==> config.mk <==
export PLATFORM = sky130hd
export DESIGN_NAME = mem_stage_flat
export DESIGN_NICKNAME = d
export VERILOG_FILES = /design/src/rtl/mem_stage_pkg.sv /design/src/rtl/mem_stage_if.sv /design/src/rtl/mem_stage_load_align.sv /design/src/rtl/mem_stage.sv /design/src/flat_wrapper.sv
export SDC_FILE = /design/constraint.sdc
export NUM_CORES = 1
export LEC_CHECK = 0
export ABC_AREA = 0
export BUFFER_PORTS_ARGS = -buffer_cell sky130_fd_sc_hd__buf_2
export CORE_ASPECT_RATIO = 1.5
export CORE_UTILIZATION = 54
export DETAILED_ROUTE_END_ITERATION = 7
export HOLD_SLACK_MARGIN = 0.12
export PLACE_DENSITY = 0.87
export SYNTH_ARGS = -nofsm -noshare
export SYNTH_HDL_FRONTEND = slang
export SYNTH_HIERARCHICAL = 1
export SYNTH_SLANG_ARGS = --single-unit
==> constraint.sdc <==
create_clock -name clk -period 6.4 [get_ports clk]
set_clock_uncertainty 0.2 [all_clocks]
set_input_delay 0 -clock clk [delete_from_list [all_inputs] [get_ports clk]]
set_output_delay 0 -clock clk [all_outputs]
set_load 0.01 [all_outputs]
==> src/rtl/mem_stage_pkg.sv <==
// Shared types and helpers for the memory-access pipeline stage.
// Pure declarations, no timing.
// No flow control here; used by the stage and its load aligner.
package mem_stage_pkg;

    // Memory operation carried down the pipe from decode.
    typedef enum logic [3:0] {
        NONE = 4'd0,
        LB   = 4'd1,
        LBU  = 4'd2,
        LH   = 4'd3,
        LHU  = 4'd4,
        LW   = 4'd5,
        SB   = 4'd6,
        SH   = 4'd7,
        SW   = 4'd8
    } mem_op_t;

    // Access size as driven on dreq_size.
    localparam logic [1:0] MSIZE_1 = 2'd0;
    localparam logic [1:0] MSIZE_2 = 2'd1;
    localparam logic [1:0] MSIZE_4 = 2'd2;

    // Stage controller: either free, or holding one outstanding access.
    typedef enum logic {
        IDLE = 1'b0,
        WAIT = 1'b1
    } mem_state_t;

    function automatic logic is_load(input mem_op_t op);
        return (op == LB) || (op == LBU) || (op == LH) || (op == LHU) || (op == LW);
    endfunction

    function automatic logic is_store(input mem_op_t op);
        return (op == SB) || (op == SH) || (op == SW);
    endfunction

    function automatic logic [1:0] op_size(input mem_op_t op);
        case (op)
            LB, LBU, SB: return MSIZE_1;
            LH, LHU, SH: return MSIZE_2;
            default:     return MSIZE_4;
        endcase
    endfunction

    // Halves must sit on even addresses, words on multiples of four.
    function automatic logic misaligned(input logic [1:0] size, input logic [1:0] addr_lo);
        return ((size == MSIZE_2) && addr_lo[0]) ||
               ((size == MSIZE_4) && (addr_lo != 2'b00));
    endfunction

    // Byte lanes touched by a store; loads never assert strobes.
    function automatic logic [3:0] store_strobe(input mem_op_t op, input logic [1:0] addr_lo);
        case (op)
            SB:      return 4'b0001 << addr_lo;
            SH:      return 4'b0011 << addr_lo;
            SW:      return 4'b1111;
            default: return 4'b0000;
        endcase
    endfunction

    // Replicate narrow store data across the word so any strobed lane sees it.
    function automatic logic [31:0] store_data(input mem_op_t op, input logic [31:0] src);
        case (op)
            SB:      return {4{src[7:0]}};
            SH:      return {2{src[15:0]}};
            default: return src;
        endcase
    endfunction

endpackage

==> src/rtl/mem_stage_if.sv <==
// Bundle of the M-stage input, data-bus request/response and writeback triple.
// Wires only, no timing.
// m_ready and dresp_data_ok carry the flow control; see mem_stage.
interface mem_stage_if;
    import mem_stage_pkg::*;

    // Upstream (execute/memory pipeline register)
    logic        m_valid;
    mem_op_t     m_op;
    logic [31:0] m_val;
    logic [31:0] m_store;
    logic [4:0]  m_dst;
    logic [3:0]  m_write_enable;
    logic        m_ready;
    logic        m_misalign;

    // Data bus
    logic        dreq_valid;
    logic [31:0] dreq_addr;
    logic [1:0]  dreq_size;
    logic [3:0]  dreq_strobe;
    logic [31:0] dreq_data;
    logic        dresp_data_ok;
    logic [31:0] dresp_data;

    // Writeback triple
    logic [31:0] W_val3;
    logic [4:0]  W_dst;
    logic [3:0]  W_write_enable;

    // The stage itself.
    modport master (
        input  m_valid, m_op, m_val, m_store, m_dst, m_write_enable,
        output m_ready, m_misalign,
        output dreq_valid, dreq_addr, dreq_size, dreq_strobe, dreq_data,
        input  dresp_data_ok, dresp_data,
        output W_val3, W_dst, W_write_enable
    );

    // Surroundings: upstream register, data memory, writeback register.
    modport slave (
        output m_valid, m_op, m_val, m_store, m_dst, m_write_enable,
        input  m_ready, m_misalign,
        input  dreq_valid, dreq_addr, dreq_size, dreq_strobe, dreq_data,
        output dresp_data_ok, dresp_data,
        input  W_val3, W_dst, W_write_enable
    );

endinterface

==> src/rtl/mem_stage_load_align.sv <==
// Picks the addressed byte/half out of the raw read word and sign/zero-extends it.
// Combinational, zero latency.
// No flow control; result is only meaningful when the load completes.
module mem_stage_load_align
    import mem_stage_pkg::*;
(
    input  mem_op_t     op,
    input  logic [1:0]  addr_lo,
    input  logic [31:0] raw,
    output logic [31:0] val
);

    logic [31:0] lane;

    // Shift the addressed byte down to bit 0, then extend by op
    always_comb begin
        lane = raw >> {addr_lo, 3'b000};
        case (op)
            LB:      val = {{24{lane[7]}}, lane[7:0]};
            LBU:     val = {24'd0, lane[7:0]};
            LH:      val = {{16{lane[15]}}, lane[15:0]};
            LHU:     val = {16'd0, lane[15:0]};
            default: val = raw;
        endcase
    end

endmodule

==> src/rtl/mem_stage.sv <==
// Memory-access stage: issues loads/stores, aligns load data, drives the writeback triple.
// Same-cycle completion on zero-wait responses, otherwise completes in the data_ok cycle.
// Holds upstream with m_ready=0 while an access is outstanding; one request at a time.
module mem_stage
    import mem_stage_pkg::*;
(
    input  logic         clk,
    input  logic         resetn,
    mem_stage_if.master  bus
);

    mem_state_t  state;
    mem_state_t  state_nxt;

    // Request captured at issue so WAIT never looks at the live inputs.
    mem_op_t     lat_op;
    logic [31:0] lat_addr;
    logic [1:0]  lat_size;
    logic [3:0]  lat_strobe;
    logic [31:0] lat_data;
    logic [4:0]  lat_dst;
    logic [3:0]  lat_write_enable;

    // Request as decoded from the live inputs.
    logic        live_mem;
    logic [1:0]  live_size;
    logic        live_misalign;
    logic [3:0]  live_strobe;
    logic [31:0] live_data;
    logic        issue;

    // Request currently on the bus: latches in WAIT, live inputs otherwise.
    mem_op_t     cur_op;
    logic [31:0] cur_addr;
    logic [1:0]  cur_size;
    logic [3:0]  cur_strobe;
    logic [31:0] cur_data;
    logic [4:0]  cur_dst;
    logic [3:0]  cur_write_enable;

    logic [31:0] load_val;

    // Decode the live instruction into a bus request
    always_comb begin
        live_mem      = bus.m_valid && (is_load(bus.m_op) || is_store(bus.m_op));
        live_size     = op_size(bus.m_op);
        live_misalign = live_mem && misaligned(live_size, bus.m_val[1:0]);
        live_strobe   = store_strobe(bus.m_op, bus.m_val[1:0]);
        live_data     = store_data(bus.m_op, bus.m_store);
        issue         = resetn && (state == IDLE) && live_mem && !live_misalign;
    end

    // Select latched request while waiting so the bus stays stable
    always_comb begin
        if (state == WAIT) begin
            cur_op           = lat_op;
            cur_addr         = lat_addr;
            cur_size         = lat_size;
            cur_strobe       = lat_strobe;
            cur_data         = lat_data;
            cur_dst          = lat_dst;
            cur_write_enable = lat_write_enable;
        end else begin
            cur_op           = bus.m_op;
            cur_addr         = bus.m_val;
            cur_size         = live_size;
            cur_strobe       = live_strobe;
            cur_data         = live_data;
            cur_dst          = bus.m_dst;
            cur_write_enable = bus.m_write_enable;
        end
    end

    mem_stage_load_align u_load_align (
        .op      (cur_op),
        .addr_lo (cur_addr[1:0]),
        .raw     (bus.dresp_data),
        .val     (load_val)
    );

    // Capture the request on issue; cleared by reset
    always_ff @(posedge clk) begin
        if (!resetn) begin
            lat_op           <= NONE;
            lat_addr         <= 32'd0;
            lat_size         <= MSIZE_1;
            lat_strobe       <= 4'd0;
            lat_data         <= 32'd0;
            lat_dst          <= 5'd0;
            lat_write_enable <= 4'd0;
        end else if (issue) begin
            lat_op           <= bus.m_op;
            lat_addr         <= bus.m_val;
            lat_size         <= live_size;
            lat_strobe       <= live_strobe;
            lat_data         <= live_data;
            lat_dst          <= bus.m_dst;
            lat_write_enable <= bus.m_write_enable;
        end
    end

    // FSM state register
    always_ff @(posedge clk) begin
        if (!resetn) begin
            state <= IDLE;
        end else begin
            state <= state_nxt;
        end
    end

    // Next state, bus request, stall and writeback outputs
    always_comb begin
        state_nxt          = state;
        bus.dreq_valid     = 1'b0;
        bus.dreq_addr      = cur_addr;
        bus.dreq_size      = cur_size;
        bus.dreq_strobe    = cur_strobe;
        bus.dreq_data      = cur_data;
        bus.m_ready        = 1'b1;
        bus.m_misalign     = 1'b0;
        bus.W_val3         = 32'd0;
        bus.W_dst          = 5'd0;
        bus.W_write_enable = 4'd0;

        if (!resetn) begin
            // Aborted access: drop the request, no writeback.
            state_nxt = IDLE;
        end else begin
            case (state)
                IDLE: begin
                    if (bus.m_valid && (bus.m_op == NONE)) begin
                        bus.W_val3         = bus.m_val;
                        bus.W_dst          = bus.m_dst;
                        bus.W_write_enable = bus.m_write_enable;
                    end else if (live_misalign) begin
                        bus.m_misalign = 1'b1;
                    end else if (issue) begin
                        bus.dreq_valid = 1'b1;
                        if (bus.dresp_data_ok) begin
                            if (is_load(cur_op)) begin
                                bus.W_val3         = load_val;
                                bus.W_dst          = cur_dst;
                                bus.W_write_enable = cur_write_enable;
                            end
                        end else begin
                            bus.m_ready = 1'b0;
                            state_nxt   = WAIT;
                        end
                    end
                end
                WAIT: begin
                    bus.dreq_valid = 1'b1;
                    if (bus.dresp_data_ok) begin
                        state_nxt = IDLE;
                        if (is_load(cur_op)) begin
                            bus.W_val3         = load_val;
                            bus.W_dst          = cur_dst;
                            bus.W_write_enable = cur_write_enable;
                        end
                    end else begin
                        bus.m_ready = 1'b0;
                    end
                end
                default: state_nxt = IDLE;
            endcase
        end
    end

endmodule

==> src/flat_wrapper.sv <==
// flat-port wrapper written by rule: the top's interface ports become plain ports
module mem_stage_flat import mem_stage_pkg::*;
  (clk, resetn, bus_m_valid, bus_m_op, bus_m_val, bus_m_store, bus_m_dst, bus_m_write_enable, bus_m_ready, bus_m_misalign, bus_dreq_valid, bus_dreq_addr, bus_dreq_size, bus_dreq_strobe, bus_dreq_data, bus_dresp_data_ok, bus_dresp_data, bus_W_val3, bus_W_dst, bus_W_write_enable);
  mem_stage_if bus_i ();
  input  logic clk;
  input  logic resetn;
  input wire logic [$bits(bus_i.m_valid)-1:0] bus_m_valid;
  input wire logic [$bits(bus_i.m_op)-1:0] bus_m_op;
  input wire logic [$bits(bus_i.m_val)-1:0] bus_m_val;
  input wire logic [$bits(bus_i.m_store)-1:0] bus_m_store;
  input wire logic [$bits(bus_i.m_dst)-1:0] bus_m_dst;
  input wire logic [$bits(bus_i.m_write_enable)-1:0] bus_m_write_enable;
  output wire logic [$bits(bus_i.m_ready)-1:0] bus_m_ready;
  output wire logic [$bits(bus_i.m_misalign)-1:0] bus_m_misalign;
  output wire logic [$bits(bus_i.dreq_valid)-1:0] bus_dreq_valid;
  output wire logic [$bits(bus_i.dreq_addr)-1:0] bus_dreq_addr;
  output wire logic [$bits(bus_i.dreq_size)-1:0] bus_dreq_size;
  output wire logic [$bits(bus_i.dreq_strobe)-1:0] bus_dreq_strobe;
  output wire logic [$bits(bus_i.dreq_data)-1:0] bus_dreq_data;
  input wire logic [$bits(bus_i.dresp_data_ok)-1:0] bus_dresp_data_ok;
  input wire logic [$bits(bus_i.dresp_data)-1:0] bus_dresp_data;
  output wire logic [$bits(bus_i.W_val3)-1:0] bus_W_val3;
  output wire logic [$bits(bus_i.W_dst)-1:0] bus_W_dst;
  output wire logic [$bits(bus_i.W_write_enable)-1:0] bus_W_write_enable;
  assign bus_i.m_valid = bus_m_valid;
  assign bus_i.m_op = bus_m_op;
  assign bus_i.m_val = bus_m_val;
  assign bus_i.m_store = bus_m_store;
  assign bus_i.m_dst = bus_m_dst;
  assign bus_i.m_write_enable = bus_m_write_enable;
  assign bus_m_ready = bus_i.m_ready;
  assign bus_m_misalign = bus_i.m_misalign;
  assign bus_dreq_valid = bus_i.dreq_valid;
  assign bus_dreq_addr = bus_i.dreq_addr;
  assign bus_dreq_size = bus_i.dreq_size;
  assign bus_dreq_strobe = bus_i.dreq_strobe;
  assign bus_dreq_data = bus_i.dreq_data;
  assign bus_i.dresp_data_ok = bus_dresp_data_ok;
  assign bus_i.dresp_data = bus_dresp_data;
  assign bus_W_val3 = bus_i.W_val3;
  assign bus_W_dst = bus_i.W_dst;
  assign bus_W_write_enable = bus_i.W_write_enable;
  mem_stage u_core (.clk(clk), .resetn(resetn), .bus(bus_i));
endmodule
==> results.sh, run 1 <==
export IMPL_final_max_slew_viol_count=0
export IMPL_first_global_vias=7029
export IMPL_ys_seq_elements=84
export IMPL_dr_wl_met2_um=11050
export IMPL_rsz0062_at_grt="no"
export IMPL_cts_sinks=84
export IMPL_postRouteAntennaNets=0
export IMPL_setup_worst_path_class="reg -> out"
export IMPL_grt_pass1_wl_um=34490
export IMPL_io_buffers=226
export IMPL_leakage_nw=4.258
export IMPL_irDropWorstVdd_uv=167.8
export IMPL_hold_viol=0
export IMPL_htree_levels=3
export IMPL_clkLatencyLatePin_ns=0.33
export IMPL_grt_remaining_overflow=0
export IMPL_drt_vias_per_instance=5.971
export IMPL_num_rows=47
export IMPL_crit_path_end_kind="primary output"
export IMPL_crit_fanout=107
export IMPL_dr_pass1_iters=7
export IMPL_placed_cell_area_mm2=0.007134
export IMPL_place_hpwl_um=13450
export IMPL_syn_avg_cell_area_um2=7.949
export IMPL_cts_buffers=9
export IMPL_fin_crit_sh_pct=65.08
export IMPL_clkSlewWorstSetupHoldPaths_ns=0.06
export IMPL_synth_cells=762
export IMPL_core_mm2=0.01100
export IMPL_required_ns=6.20
export IMPL_ctsLongestPathBuffers=2
export IMPL_arrival_ns=3.96
export IMPL_synth_async_reset_ratio_pct=0
export IMPL_antenna_cells=0
export IMPL_met3WireLength_um=2218
export IMPL_route_detailed_drc=0
export IMPL_yosysWarnings=6
export IMPL_wl_met1_um=7831
export IMPL_finalCriticalPeriod_ns=4.165
export IMPL_worst_pin_slew_ns=1.259
export IMPL_grt_usage_pct=38.79
export IMPL_drive_gt1_share_pct=28.50
export IMPL_tns_ns=0
export IMPL_routed_top_layer="met4"
export IMPL_synth_edf_count=0
export IMPL_grt_start_max_net_pins=108
export IMPL_drv_cap=0
export IMPL_synthFlopType="dfxtp_1"
export IMPL_synth_area_mm2=0.006057
export IMPL_ys_seq_area_share_pct=27.76
export IMPL_antenna_found_initial=0
export IMPL_routed_wirelength_um=22810
export IMPL_chipHeight_um=131.7
export IMPL_cts_tree="yes"
export IMPL_area_delta_synth_final_pct=36.98
export IMPL_dp_cells=1080
export IMPL_fp_dieArea_mm2=0.01165
export IMPL_syn_num_nets=875
export IMPL_final_nets=1143
export IMPL_fin_cells=1182
export IMPL_power_density_mw_per_mm2=176.3
export IMPL_fmax_ghz=0.2401
export IMPL_utilization_pct=75.45
export IMPL_synth_distinct_cells=55
export IMPL_vias=7058
export IMPL_drtIter0Drc=560
export IMPL_cts_root_buf="clkbuf_16"
export IMPL_start_util_pct=55.08
export IMPL_status="finished, final reports clean"
export IMPL_setup_viol=0
export IMPL_routabilityCongestion=0.9845
export IMPL_min_delay_path_class="in -> out"
export IMPL_design_area_mm2=0.008297
export IMPL_hold_slack_ns=0.2506
export IMPL_timing_slew_headroom_pct=16.04
export IMPL_wl_per_cell_um=19.30
export IMPL_die_width_um=88.48
export IMPL_ios=227
export IMPL_worstSetupStartpointType="register"
power by group:
group | switching [mW] | total [mW] | internal [mW]
Clock | 0.221 | 0.525 | 0.304
Sequential | 0.0166 | 0.560 | 0.544
Combinational | 0.210 | 0.377 | 0.167
Total | 0.447 | 1.46 | 1.01
registers in the layout, summed over array words and instances, names as in the netlist:
register,cells
u_core/lat_addr,32
u_core/lat_data,32
u_core/lat_dst,5
u_core/lat_op,4
u_core/lat_strobe,4
u_core/lat_write_enable,4
u_core/lat_size,2
u_core/state,1
worst max-delay path, stage by stage (launching register included):
cell and delay (ns):
dfxtp_4 1.01, o21ai_0 0.46, o21bai_1 0.33, a21o_1 0.96, nor3_1 0.12, a211o_1 0.32
a32o_1 0.24, buf_2 0.15
final timing paths:
kind,depth (start not counted),slack (ns),from,to
worst max register to register,5,2.72,u_core/state$_SDFF_PN0_,u_core/lat_data[20]$_SDFFE_PN0N_
worst min register to register,2,0.26,u_core/lat_addr[19]$_SDFFE_PN0N_,u_core/lat_addr[19]$_SDFFE_PN0N_
worst min-delay path,4,0.25,bus_dresp_data[1],bus_W_val3[1]
worst max-delay path,7,2.24,u_core/state$_SDFF_PN0_,bus_W_val3[2]
cell type report:
| cell class | count | area (um2) |
|---|---|---|
| clock buffers | 9 | 225.2 |
| clock inverters | 7 | 76.32 |
| fillers | 813 | 2700 |
| inverters | 57 | 214.0 |
| multi-input cells | 556 | 3842 |
| flip-flops and latches | 84 | 1685 |
| well taps | 147 | 183.9 |
| repair buffers | 322 | 2069 |
through the flow:
stage               power (mW)  setup WS (ns)
floorplan               0.7642          3.382
global placement        0.8781          2.845
detailed placement      0.8833          2.762
CTS                      1.449          2.406
global route             1.518          1.986
finish                   1.462          2.235
kinds of logic (layout without fill, tap and decap cells):
kind of cell	Yosys count	after routing	share of synthesized area (%)
DFF	84	84	27.76
buffers and inverters	122	395	9.068
and+or+nand+nor	241	241	17.19
AOI/OAI and AO/OA	174	174	21.73
muxes	139	139	23.96
xor gates and xnor gates	2	2	0.2892
placed cells by master, fill, tap and decap left out, drive strengths merged, types with 2 or more instances in the layout:
master       instances
clkinv               3
clkbuf               9
nand2b               2
mux2i               91
o21ai               63
nand4                2
dfxtp               84
a211o                6
dlygate4sd3         86
a22oi                3
and2                18
o31ai                3
nor3                10
a21oi               13
mux2                48
nor2b                2
buf                236
inv                 58
clkinvlp             2
o211ai               9
a21o                19
o311ai               9
nand3               10
nand3b               4
xor2                 2
nand2              160
or3b                 2
a32o                38
nor2                26
synthesized netlist by cell type (9+ instances only):
master    count  area [um2]
a21o_1       19       142.6
inv_1        55       206.5
nand3_1      10       50.05
a32o_1       38       380.4
dfxtp_1      84        1682
o21ai_0      52       260.3
buf_2        10       50.05
clkbuf_1     38       142.6
nor2_1       26       97.59
mux2_1       24       270.3
o21ai_1      10       50.05
nor3_1       10       50.05
and2_1       18       112.6
mux2i_1      91       910.9
nand2_1     160       600.6
a21oi_1      11       55.05
mux2_2       24       270.3
o211ai_1      9       67.56
per-layer routing:
metal,up-vias,track usage (%)
li1,3201,-
met1,3235,39.63
met2,493,65.56
met3,129,10.36
met4,0,28.94
met5,-,0
timing repair:
action | in CTS | in global routing
hold buffers | 86 | 0
endpoints found under the hold margin | 89 | 0
buffers inserted | 0 | 0
resized for setup | 0 | 0
setup endpoints to repair | 0 | 0
Note: power is estimated with default switching activity, not from simulation.
==> run 2: changes to the inputs <==
--- a/config.mk
+++ b/config.mk
@@ -8,10 +8,10 @@
 export ABC_AREA = 0
 export BUFFER_PORTS_ARGS = -buffer_cell sky130_fd_sc_hd__buf_2
 export CORE_ASPECT_RATIO = 1.5
-export CORE_UTILIZATION = 54
+export CORE_UTILIZATION = 46
 export DETAILED_ROUTE_END_ITERATION = 7
 export HOLD_SLACK_MARGIN = 0.12
-export PLACE_DENSITY = 0.87
+export PLACE_DENSITY = 0.78
 export SYNTH_ARGS = -nofsm -noshare
 export SYNTH_HDL_FRONTEND = slang
 export SYNTH_HIERARCHICAL = 1
==> constraint.sdc (replaced) <==
create_clock -name clk -period 3.4 [get_ports clk]
set_clock_uncertainty 0.2 [all_clocks]
set_input_delay 0 -clock clk [delete_from_list [all_inputs] [get_ports clk]]
set_output_delay 0 -clock clk [all_outputs]
set_load 0.01 [all_outputs]
==> results.sh, run 2 (synthesis results as in run 1) <==
export IMPL_rsz0062_at_grt="no"
export IMPL_post_place_ws_ns=0.6271
export IMPL_cts_buffers=9
export IMPL_core_mm2=0.01289
export IMPL_power_density_mw_per_mm2=323.7
export IMPL_ios=227
export IMPL_die_width_um=95.69
export IMPL_design_area_mm2=0.008389
export IMPL_io_buffers=226
export IMPL_cts_root_buf="clkbuf_16"
export IMPL_final_nets=1152
export IMPL_cts_resized=0
export IMPL_start_util_pct=46.99
export IMPL_dp_cells=1101
export IMPL_crit_path_end_kind="primary output"
export IMPL_mostFrequentLayoutCell="buf_2"
export IMPL_drtIter0Drc=461
export IMPL_worstSetupStartpointType="register"
export IMPL_hold_path_depth=5
export IMPL_antenna_found_initial=1
export IMPL_wl_per_cell_um=17.71
export IMPL_final_cell_mix="buf_2 (225), nand2_1 (160), mux2i_1 (91)"
export IMPL_num_rows=51
export IMPL_vias=6811
export IMPL_utilization_pct=65.08
export IMPL_fmax_ghz=0.3156
export IMPL_routabilityCongestion=0.9472
export IMPL_timing_slew_headroom_pct=33.02
export IMPL_ctsLongestPathBuffers=2
export IMPL_clkLatencyLatePin_ns=0.33
export IMPL_cts_sinks=84
export IMPL_finalCriticalPeriod_ns=3.169
export IMPL_hold_viol=0
export IMPL_irDropWorstVdd_uv=231.4
export IMPL_dr_pass1_iters=7
export IMPL_grt_pass1_wl_um=32150
export IMPL_hold_slack_ns=0.2351
export IMPL_cp_common_cell="buf_4"
export IMPL_area_delta_synth_final_pct=38.50
export IMPL_grt_remaining_overflow=0
export IMPL_postRouteAntennaNets=0
export IMPL_fp_dieArea_mm2=0.01364
export IMPL_cp_slowest_stage_delay_ns=0.62
export IMPL_power_total_mw=2.716
export IMPL_rr_worst_depth=4
export IMPL_drv_cap=0
export IMPL_required_ns=3.20
export IMPL_first_global_vias=6636
export IMPL_drive_gt1_share_pct=28.93
export IMPL_status="finished, final reports clean"
export IMPL_final_max_slew_viol_count=0
export IMPL_min_delay_path_class="in -> reg"
export IMPL_crit_fanout=51
export IMPL_htree_levels=3
export IMPL_worst_slack_ns=0.2315
export IMPL_routed_wirelength_um=21320
export IMPL_place_hpwl_um=13990
export IMPL_arrival_ns=2.97
export IMPL_placed_cell_area_mm2=0.007229
export IMPL_cts_tree="yes"
export IMPL_crit_path_cell_trace="buf_4, nand2b_1, o32ai_1, buf_4, o21a_1, buf_4, a32o_1, buf_2"
export IMPL_setup_viol=0
export IMPL_grt_usage_pct=30.38
export IMPL_grt_start_max_net_pins=97
export IMPL_clkSlewWorstSetupHoldPaths_ns=0.06
export IMPL_route_detailed_drc=0
export IMPL_top_regs="u_core/lat_addr x32, u_core/lat_data x32, u_core/lat_dst x5"
export IMPL_chipHeight_um=142.5
export IMPL_fin_crit_sh_pct=93.19
export IMPL_cp_slowest_cell="dfxtp_4"
export IMPL_leakage_nw=4.302
export IMPL_worst_pin_slew_ns=1.005
export IMPL_fin_cells=1204
export IMPL_setup_worst_path_class="reg -> out"
export IMPL_drt_vias_per_instance=5.657
export IMPL_tns_ns=0
export IMPL_fillerInstances=1085
==> run 2: cell count changes in the layout (fill, tap and decap cells not counted), sizes merged <==
cell / before / now
clkbuf: 9 / 12
clkinv: 3 / 1
buf: 236 / 246
inv: 58 / 57
diode: 0 / 1
dlygate4sd3: 86 / 85
==> run 2: report_power, final <==
part / switching, mW / total (mW) / internal, mW
logic: 0.384 / 0.705 / 0.321
clock network: 0.395 / 0.964 / 0.569
registers: 0.0238 / 1.05 / 1.02
total: 0.802 / 2.72 / 1.91
==> run 2: worst paths after layout <==
check / slack [ns] / to / startpoint
setup reg to reg: 1.04 / u_core/lat_addr[14]$_SDFFE_PN0N_ / u_core/state$_SDFF_PN0_
hold / removal: 0.24 / u_core/state$_SDFF_PN0_ / bus_m_valid
setup / recovery: 0.23 / bus_W_val3[3] / u_core/state$_SDFF_PN0_
hold reg to reg: 0.26 / u_core/lat_addr[19]$_SDFFE_PN0N_ / u_core/lat_addr[19]$_SDFFE_PN0N_
==> run 2: layout make-up <==
| cell class | instances | area [um2] | area share, % |
|---|---|---|---|
| Multi-Input combinational cell | 556 | 3842 | 45.80 |
| Clock buffer | 12 | 236.5 | 2.819 |
| Antenna cell | 1 | 2.502 | 0.02983 |
| Sequential cell | 84 | 1685 | 20.09 |
| Clock inverter | 4 | 50.05 | 0.5966 |
| Inverter | 57 | 214.0 | 2.550 |
| Tap cell | 159 | 198.9 | 2.371 |
| Timing Repair Buffer | 331 | 2160 | 25.74 |
==> run 2: what timing repair did <==
action,in CTS,in global routing
hold buffers,85,0
endpoints found under the hold margin,88,0
buffers inserted,0,1
setup endpoints to repair,0,4
==> run 2: per-layer routing <==
layer  vias up  track usage (%)  wire length (um)
li1       3230                -                 -
met3        74            5.128              1446
met1      3144            30.99              7860
met4         0            17.67               981
met5         -                0                 0
met2       363            56.43             11030
==> run 2: worst max-delay path, delay by kind of cell, from the launching register on <==
kind            cells  cell delay [ns]
simple gates        1             0.11
compound gates      3             0.59
flops               1             0.62
buf+inv             4             1.29
